--- config.mk ---
export PLATFORM = sky130hd
export DESIGN_NAME = uart_rx_frame_fifo
export DESIGN_NICKNAME = d
export VERILOG_FILES = /design/src/rtl/uart_rx_frame_fifo.sv
export SDC_FILE = /design/constraint.sdc
export NUM_CORES = 1
export LEC_CHECK = 0
export ABC_AREA = 1
export CAP_MARGIN = 20
export CORE_ASPECT_RATIO = 0.7
export CORE_MARGIN = 2
export CORE_UTILIZATION = 55
export DETAILED_ROUTE_END_ITERATION = 10
export HOLD_SLACK_MARGIN = 0.08
export PLACE_DENSITY = 0.81
export SLEW_MARGIN = 40
export SYNTH_ARGS = -nofsm -noshare
export SYNTH_HDL_FRONTEND = slang
export SYNTH_SLANG_ARGS = --single-unit
--- constraint.sdc ---
create_clock -name i_clk -period 2.96 [get_ports i_clk]
set_input_delay 0.296 -clock i_clk [delete_from_list [all_inputs] [get_ports i_clk]]
set_output_delay 0.296 -clock i_clk [all_outputs]
set_load 0.03 [all_outputs]
--- src/rtl/uart_rx_frame_fifo.sv ---
// UART receive framer: a one-byte staging register feeds a show-ahead FIFO.
// The byte in staging is pushed with tlast=0 when the next byte arrives, or
// with tlast=1 once the line has been idle for GAP_CLKS clocks.
module uart_rx_frame_fifo #(
  parameter int unsigned DEPTH    = 16,
  parameter int unsigned GAP_CLKS = 160
) (
  input  logic                     i_clk,
  input  logic                     i_rst_n,
  input  logic                     i_s_axis_tvalid,
  input  logic [7:0]               i_s_axis_tdata,
  input  logic                     i_rxd_busy,
  output logic                     o_m_axis_tvalid,
  output logic [7:0]               o_m_axis_tdata,
  output logic                     o_m_axis_tlast,
  input  logic                     i_m_axis_tready,
  output logic [$clog2(DEPTH):0]   o_fill,
  output logic                     o_overflow,
  input  logic                     i_clr_overflow
);

  localparam int unsigned PtrW = $clog2(DEPTH);
  localparam int unsigned GapW = $clog2(GAP_CLKS);

  localparam logic [GapW-1:0] GapLast = GapW'(GAP_CLKS - 1);
  localparam logic [GapW-1:0] GapOne  = GapW'(1);
  localparam logic [PtrW-1:0] PtrOne  = PtrW'(1);
  localparam logic [PtrW:0]   FillOne = (PtrW + 1)'(1);
  localparam logic [PtrW:0]   FillMax = (PtrW + 1)'(DEPTH);

  // Staging and gap counter state.
  logic            stg_valid_q;
  logic [7:0]      stg_data_q;
  logic [GapW-1:0] gap_q;

  // FIFO state; each entry is {tlast, data}.
  logic [8:0]      mem_q [DEPTH];
  logic [PtrW-1:0] wr_ptr_q;
  logic [PtrW-1:0] rd_ptr_q;
  logic [PtrW:0]   fill_q;
  logic            overflow_q;

  logic            gap_inc;
  logic            close;
  logic            push;
  logic [8:0]      push_entry;
  logic            pop;
  logic            full;
  logic            wr_en;
  logic            drop;

  // Decode push/pop for this cycle; an input beat pre-empts a frame close.
  always_comb begin
    gap_inc    = stg_valid_q & ~i_rxd_busy & ~i_s_axis_tvalid;
    close      = gap_inc & (gap_q == GapLast);
    push       = (i_s_axis_tvalid & stg_valid_q) | close;
    // close is only possible without an input beat, so tlast follows it directly.
    push_entry = {close, stg_data_q};
    pop        = (fill_q != '0) & i_m_axis_tready;
    full       = (fill_q == FillMax);
    // A pop in the same cycle frees the slot, so a full FIFO still accepts.
    wr_en      = push & (~full | pop);
    drop       = push & full & ~pop;
  end

  // Staging register and idle-gap counter.
  always_ff @(posedge i_clk or negedge i_rst_n) begin
    if (!i_rst_n) begin
      stg_valid_q <= 1'b0;
      stg_data_q  <= 8'h00;
      gap_q       <= '0;
    end else begin
      if (i_s_axis_tvalid) begin
        stg_valid_q <= 1'b1;
        stg_data_q  <= i_s_axis_tdata;
        gap_q       <= '0;
      end else if (i_rxd_busy) begin
        gap_q <= '0;
      end else if (close) begin
        stg_valid_q <= 1'b0;
        gap_q       <= '0;
      end else if (gap_inc) begin
        gap_q <= gap_q + GapOne;
      end
    end
  end

  // FIFO storage; contents need no reset because fill gates visibility.
  always_ff @(posedge i_clk) begin
    if (wr_en) begin
      mem_q[wr_ptr_q] <= push_entry;
    end
  end

  // FIFO pointers, occupancy and sticky overflow flag.
  always_ff @(posedge i_clk or negedge i_rst_n) begin
    if (!i_rst_n) begin
      wr_ptr_q   <= '0;
      rd_ptr_q   <= '0;
      fill_q     <= '0;
      overflow_q <= 1'b0;
    end else begin
      if (wr_en) begin
        wr_ptr_q <= wr_ptr_q + PtrOne;
      end
      if (pop) begin
        rd_ptr_q <= rd_ptr_q + PtrOne;
      end
      if (wr_en && !pop) begin
        fill_q <= fill_q + FillOne;
      end else if (!wr_en && pop) begin
        fill_q <= fill_q - FillOne;
      end
      // Set wins over clear.
      if (drop) begin
        overflow_q <= 1'b1;
      end else if (i_clr_overflow) begin
        overflow_q <= 1'b0;
      end
    end
  end

  // Show-ahead outputs, forced to zero while empty so reset presents 0x00.
  always_comb begin
    o_m_axis_tvalid = (fill_q != '0);
    {o_m_axis_tlast, o_m_axis_tdata} = o_m_axis_tvalid ? mem_q[rd_ptr_q] : 9'h000;
    o_fill          = fill_q;
    o_overflow      = overflow_q;
  end

endmodule

==> impl_metrics.tcl, run 1 <==
set metrics [dict create \
    status "complete, no violations" \
    cts_sinks 175 \
    fin_skew_ns 0.00947 \
    busiest_layer "met2" \
    cts_root_buffer "clkbuf_16" \
    area_delta_synth_final_pct 14.9 \
    final_common_cell "nand2_1" \
    drv_cap 0 \
    tritoncts "yes" \
    track_usage_pct 25.6 \
    fin_nets 752 \
    core_mm2 0.0133 \
    setup_viol 0 \
    min_path_type "primary input to asynchronous set/reset pin" \
    insertion_delay_ns 0.42 \
    cts_setup_buffers 0 \
    worstMarginPinSlew_ns 0.747 \
    ant_nets 0 \
    dieHeight_um 102 \
    dp_hpwl_mm 10.6 \
    drtPass1Iterations 6 \
    cts_buffer_depth 2 \
    path_common_cell "nand2_1" \
    dp_cells 892 \
    avgRoutedWirePerCell_um 18.7 \
    met2_usage_pct 40.8 \
    grt_pass1_wl_mm 27.2 \
    synth.avg_cell_area_um2 11.0 \
    first_iter_violations 591 \
    reg2reg_depth 17 \
    path_class "flip-flop to output pin" \
    clk_pin_slew_worst_paths_ns 0.07 \
    max_freq_mhz 364 \
    num_antenna_cells 0 \
    crit_fanout 26 \
    path_cells "inv_2, buf_4, nand2_1, nand3_1, nand3_1, nand2_1, nand2_1, a21oi_1, buf_4" \
    final_util_pct 65.4 \
    yosysSeqAreaShare_pct 67.5 \
    io_pins 30 \
    leakagePower_nw 3.39 \
    holdWs_ns 0.363 \
    met1_usage_pct 35.5 \
    rsz0062_at_grt "false" \
    crit_path_end_kind "output pin" \
    drv_slew 0 \
    synthDistinctLibCells 30 \
    antenna_found_initial 0 \
    hold_viol 0 \
    maxSlewHeadroom_pct 50.2 \
    die_w_um 144 \
    layout_common_cells "nand2_1 (234), edfxtp_1 (144), nand3_1 (122)" \
    use_met3_pct 7.17 \
    r2r-end "o_fill[4]$_DFFE_PN0P_" \
    dieArea_mm2 0.0147 \
    start_util_pct 56.9 \
    routed_wl_mm 17.3 \
    ys_seq_elements 175 \
    critPathLaunchType "flip-flop" \
    max_stage_delay_ns 0.42 \
    overflow 0 \
    rows 35 \
    h-tree-depth 4 \
    syn_nets 709 \
    r2r_start "o_fill[1]$_DFFE_PN0P_" \
    drive_gt1_share_pct 12.2 \
    finalPower_mw 8.60 \
    power.density_mw_per_mm2 991 \
    crit_slowest_cell "dfrtp_2" \
    min_period_ns 2.74 \
    gp_congestion 0.856 \
    fin_setup_tns_ns 0 \
    arrival_ns 2.45 \
    grt_pass1_vias 5061 \
    portBuffers 29 \
    grt_max_degree 75 \
    via_per_inst 5.58 \
    syn_inst 684 \
    synth_area_mm2 0.00755 \
    r2r_slack_ns 0.30 \
    yosysWarnings 0 \
    vias 5165 \
    cts_buffers 17 \
    fin_crit_sh_pct 92.7 \
    post-route-drc-count 0 \
    crit_required_ns 2.66 \
    vdd_drop_max_v 0.000563 \
    final_cells 925 \
]
==> cells in the mapped netlist (all sizes together) <==
cell type  count  area share (%)
nand2        242              13
edfxtp       144              57
nand3        122             8.1
nor2          32             1.9
dfrtp         31              10
buf           26             2.0
inv           25             1.3
a21oi         12            0.79
ha            10             1.7
xor2          10             1.2
mux2           8             1.2
o21ai          8            0.53
clkbuf         4            0.20
o22ai          3            0.25
clkinv         2           0.099
a32o           1            0.13
fa             1            0.26
nor3           1            0.13
or2            1           0.083
xnor2          1            0.12
==> critical path, delay by kind of cell (launching register included) <==
kind | cells | cell delay (ns)
buffers and inverters | 3 | 0.94
AND/OR/NAND/NOR | 5 | 0.46
flip-flops | 1 | 0.42
AO/OA/AOI/OAI | 1 | 0.20
==> power by group <==
part / switching, mW / internal (mW) / total, mW
combinational: 2.18 / 1.02 / 3.20
clock: 0.969 / 1.22 / 2.19
sequential: 0.247 / 2.96 / 3.21
total: 3.40 / 5.20 / 8.60
==> how the worst max path moves through the flow <==
| stage | startpoint | to | slack, ns |
|---|---|---|---|
| detailed placement | i_s_axis_tvalid | o_fill[4]$_DFFE_PN0P_ | 0.18 |
| global route | gap_q[0]$_DFFE_PN0P_ | o_fill[4]$_DFFE_PN0P_ | 0.08 |
| CTS | rd_ptr_q[0]$_DFFE_PN0N_ | o_m_axis_tdata[4] | 0.23 |
| global placement | i_s_axis_tvalid | o_fill[4]$_DFFE_PN0P_ | 0.32 |
| finish | rd_ptr_q[0]$_DFFE_PN0N_ | o_m_axis_tdata[3] | 0.22 |
| floorplan | o_fill[1]$_DFFE_PN0P_ | o_fill[4]$_DFFE_PN0P_ | 0.33 |
==> stage by stage <==
step / setup WS, ns / cell area [um^2]
final: 0.215 / 8680
after global placement: 0.321 / 8080
after global routing: 0.0769 / 8680
after CTS: 0.229 / 8670
after floorplan: 0.334 / 7550
after detailed placement: 0.185 / 8080
==> cell type report <==
| class | instances | area, um^2 |
|---|---|---|
| Inverter | 27 | 104 |
| Clock buffer | 21 | 493 |
| Fill cell | 964 | 4590 |
| Multi-Input combinational cell | 452 | 2190 |
| Sequential cell | 175 | 5100 |
| Clock inverter | 11 | 92.6 |
| Timing Repair Buffer | 54 | 469 |
| Tap cell | 185 | 231 |
==> per-layer routing <==
| metal | vias up | share of wire, % |
|---|---|---|
| met5 | - | 0 |
| li1 | 2424 | - |
| met2 | 263 | 47 |
| met3 | 20 | 9.8 |
| met1 | 2458 | 42 |
| met4 | 0 | 1.1 |
==> repair_timing <==
| action | in CTS | in global routing |
|---|---|---|
| endpoints found under the setup margin | 0 | 1 |
| resized for setup | 0 | 1 |
| hold buffers | 1 | 0 |
| endpoints found under the hold margin | 20 | 0 |
==> state kept, by name (all words and copies together), names as in the netlist <==
name	cells
gap_q	8
mem_q	144
o_fill	5
o_overflow	1
rd_ptr_q	4
stg_data_q	8
stg_valid_q	1
wr_ptr_q	4
==> cells by family (layout without fill, tap and decap cells) <==
kind of cell,after synthesis,in the layout,synth area share [%]
muxes,8,8,1.19
and+or+nand+nor,398,398,22.8
buffers and inverters,57,113,3.56
adders and majority gates,11,11,1.92
AOI/OAI and AO/OA,24,24,1.71
DFF,175,175,67.5
xor gates and xnor gates,11,11,1.28
No activity file was read; power rests on OpenSTA's default activity.
==> run 2, diff against run 1 <==
--- a/config.mk
+++ b/config.mk
@@ -8,11 +8,10 @@
 export ABC_AREA = 1
 export CAP_MARGIN = 20
 export CORE_ASPECT_RATIO = 0.7
-export CORE_MARGIN = 2
 export CORE_UTILIZATION = 55
 export DETAILED_ROUTE_END_ITERATION = 10
 export HOLD_SLACK_MARGIN = 0.08
-export PLACE_DENSITY = 0.81
+export PLACE_DENSITY = 0.74
 export SLEW_MARGIN = 40
 export SYNTH_ARGS = -nofsm -noshare
 export SYNTH_HDL_FRONTEND = slang
==> impl_metrics.tcl, run 2 (synthesis results as in run 1) <==
set metrics [dict create \
    status "complete, no violations" \
    grt_pass1_wl_mm 26.7 \
    dieArea_mm2 0.0142 \
    gp_congestion 0.896 \
    arrival_ns 2.37 \
    grt_max_degree 44 \
    portBuffers 29 \
    power.density_mw_per_mm2 1000 \
    leakagePower_nw 3.40 \
    clk_pin_slew_worst_paths_ns 0.06 \
    die_w_um 142 \
    critPathLaunchType "flip-flop" \
    top_register "mem_q" \
    routed_wl_mm 17.0 \
    fin_nets 754 \
    dp_hpwl_mm 10.7 \
    via_per_inst 5.55 \
    start_util_pct 56.9 \
    crit_end "o_m_axis_tdata[1]" \
    overflow 0 \
    fin_setup_tns_ns 0 \
    core_mm2 0.0133 \
    r2r_slack_ns 0.36 \
    num_antenna_cells 0 \
    top_regs "mem_q: 144 flops, gap_q: 8 flops, stg_data_q: 8 flops" \
    fin_skew_ns 0.00800 \
    io_pins 30 \
    avgRoutedWirePerCell_um 18.3 \
    min_period_ns 2.67 \
    crit_fanout 43 \
    drive_gt1_share_pct 12.1 \
    path_class "flip-flop to output pin" \
    maxSlewHeadroom_pct 49.4 \
    rsz0062_at_grt "false" \
    min_path_type "primary input to asynchronous set/reset pin" \
    area_delta_synth_final_pct 15.3 \
    cts_root_buffer "clkbuf_16" \
    crit_path_end_kind "output pin" \
    drv_slew 0 \
    rows 35 \
    drtPass1Iterations 5 \
    cts_sinks 175 \
    largest_reg_flops 144 \
    post-route-drc-count 0 \
    first_iter_violations 458 \
    seqCellArea_mm2 0.00510 \
    h-tree-depth 4 \
    multiInputGateArea_mm2 0.00219 \
    track_usage_pct 25.9 \
    tritoncts "yes" \
    insertion_delay_ns 0.42 \
    hold_viol 0 \
    worstMarginPinSlew_ns 0.759 \
    setup_viol 0 \
    reg2reg_depth 16 \
    layout_common_cells "nand2_1 (234), edfxtp_1 (144), nand3_1 (122)" \
    vias 5144 \
    crit_required_ns 2.66 \
    r2r_start "gap_q[0]$_DFFE_PN0P_" \
    holdWs_ns 0.369 \
    cts_buffers 17 \
    vdd_drop_max_v 0.000542 \
    grt_pass1_vias 5048 \
    ant_nets 0 \
    finalPower_mw 8.72 \
    drv_cap 0 \
    max_freq_mhz 374 \
    cts_setup_buffers 0 \
    fill_cells 946 \
    final_common_cell "nand2_1" \
    cp-startpoint "rd_ptr_q[0]$_DFFE_PN0N_" \
    dieHeight_um 100 \
    cts_buffer_depth 2 \
    antenna_found_initial 0 \
    r2r-end "o_fill[4]$_DFFE_PN0P_" \
    final_util_pct 65.6 \
    fin_crit_sh_pct 90.2 \
]
[run 2: cell types whose count changed in the layout (fill, tap and decap cells not counted), moves of 2 or more]
cell / before / now
buf_4: 31 / 35
clkinvlp_4: 1 / 3
clkinv_4: 5 / 0
clkbuf_16: 19 / 17
bufinv_16: 0 / 4
[run 2: area by class of cell]
type                            count  area share (%)
Multi-Input combinational cell    452            25.1
Clock buffer                       19            4.97
Clock inverter                     13            2.14
Timing Repair Buffer               56            5.37
Tap cell                          185            2.66
Sequential cell                   175            58.6
Inverter                           27            1.19
[run 2: what timing repair did]
action,4_1_cts,5_1_grt
hold endpoints to repair,18,0
hold buffers,1,0
gates resized for setup,0,0
[run 2: worst min-delay path by stage]
stage / endpoint / cells past startpoint / slack [ns] / from
2_1_floorplan: gap_q[0]$_DFFE_PN0P_ / 0 / 0.0004 / i_rst_n
3_3_place_gp: o_overflow$_DFFE_PN0P_ / 2 / 0.51 / o_overflow$_DFFE_PN0P_
3_5_place_dp: gap_q[3]$_DFFE_PN0P_ / 1 / 0.30 / i_rst_n
4_1_cts: gap_q[3]$_DFFE_PN0P_ / 2 / 0.38 / i_rst_n
5_1_grt: gap_q[3]$_DFFE_PN0P_ / 2 / 0.43 / i_rst_n
6_report: gap_q[3]$_DFFE_PN0P_ / 2 / 0.37 / i_rst_n
[run 2: layer usage]
layer / vias up / part of all wire (%) / GRT usage, % / wire [um]
met2: 207 / 46 / 40.2 / 7770
met1: 2496 / 45 / 37.1 / 7710
met4: 0 / 0.90 / 6.29 / 153
met3: 19 / 7.9 / 6.25 / 1350
met5: - / 0 / 0 / 0
li1: 2422 / - / - / -
[run 2: report_power, final]
part / internal, mW / leakage (nW) / total, mW / switching (mW)
registers: 2.96 / 1.70 / 3.20 / 0.240
logic: 1.01 / 1.41 / 3.18 / 2.17
clock network: 1.42 / 0.292 / 2.34 / 0.919
[run 2: critical path: stages (launching register included)]
cell     delay, ns
dfrtp_2       0.42
inv_2         0.06
buf_4         0.41
nand2_1       0.13
nand3_1       0.14
nand3_1       0.16
nand2_1       0.10
nand2_1       0.05
a21oi_1       0.24
buf_4         0.21
[run 2: through the flow]
stage                     worst slack [ns]  cell area, um^2  std cells
after floorplan                      0.334             7550        684
after global placement               0.295             8090        894
after detailed placement             0.219             8080        894
after CTS                            0.306             8710        927
after global routing                0.0895             8710        927
final                                0.289             8710        927
==> run 3, diff against run 2 <==
--- a/config.mk
+++ b/config.mk
@@ -10,7 +10,8 @@
 export CORE_ASPECT_RATIO = 0.7
 export CORE_UTILIZATION = 55
 export DETAILED_ROUTE_END_ITERATION = 10
-export HOLD_SLACK_MARGIN = 0.08
+export GPL_ROUTABILITY_DRIVEN = 0
+export HOLD_SLACK_MARGIN = 0.02
 export PLACE_DENSITY = 0.74
 export SLEW_MARGIN = 40
 export SYNTH_ARGS = -nofsm -noshare
==> results of run 3 <==
Final layout, timing and power as in run 2 (identical DEF).
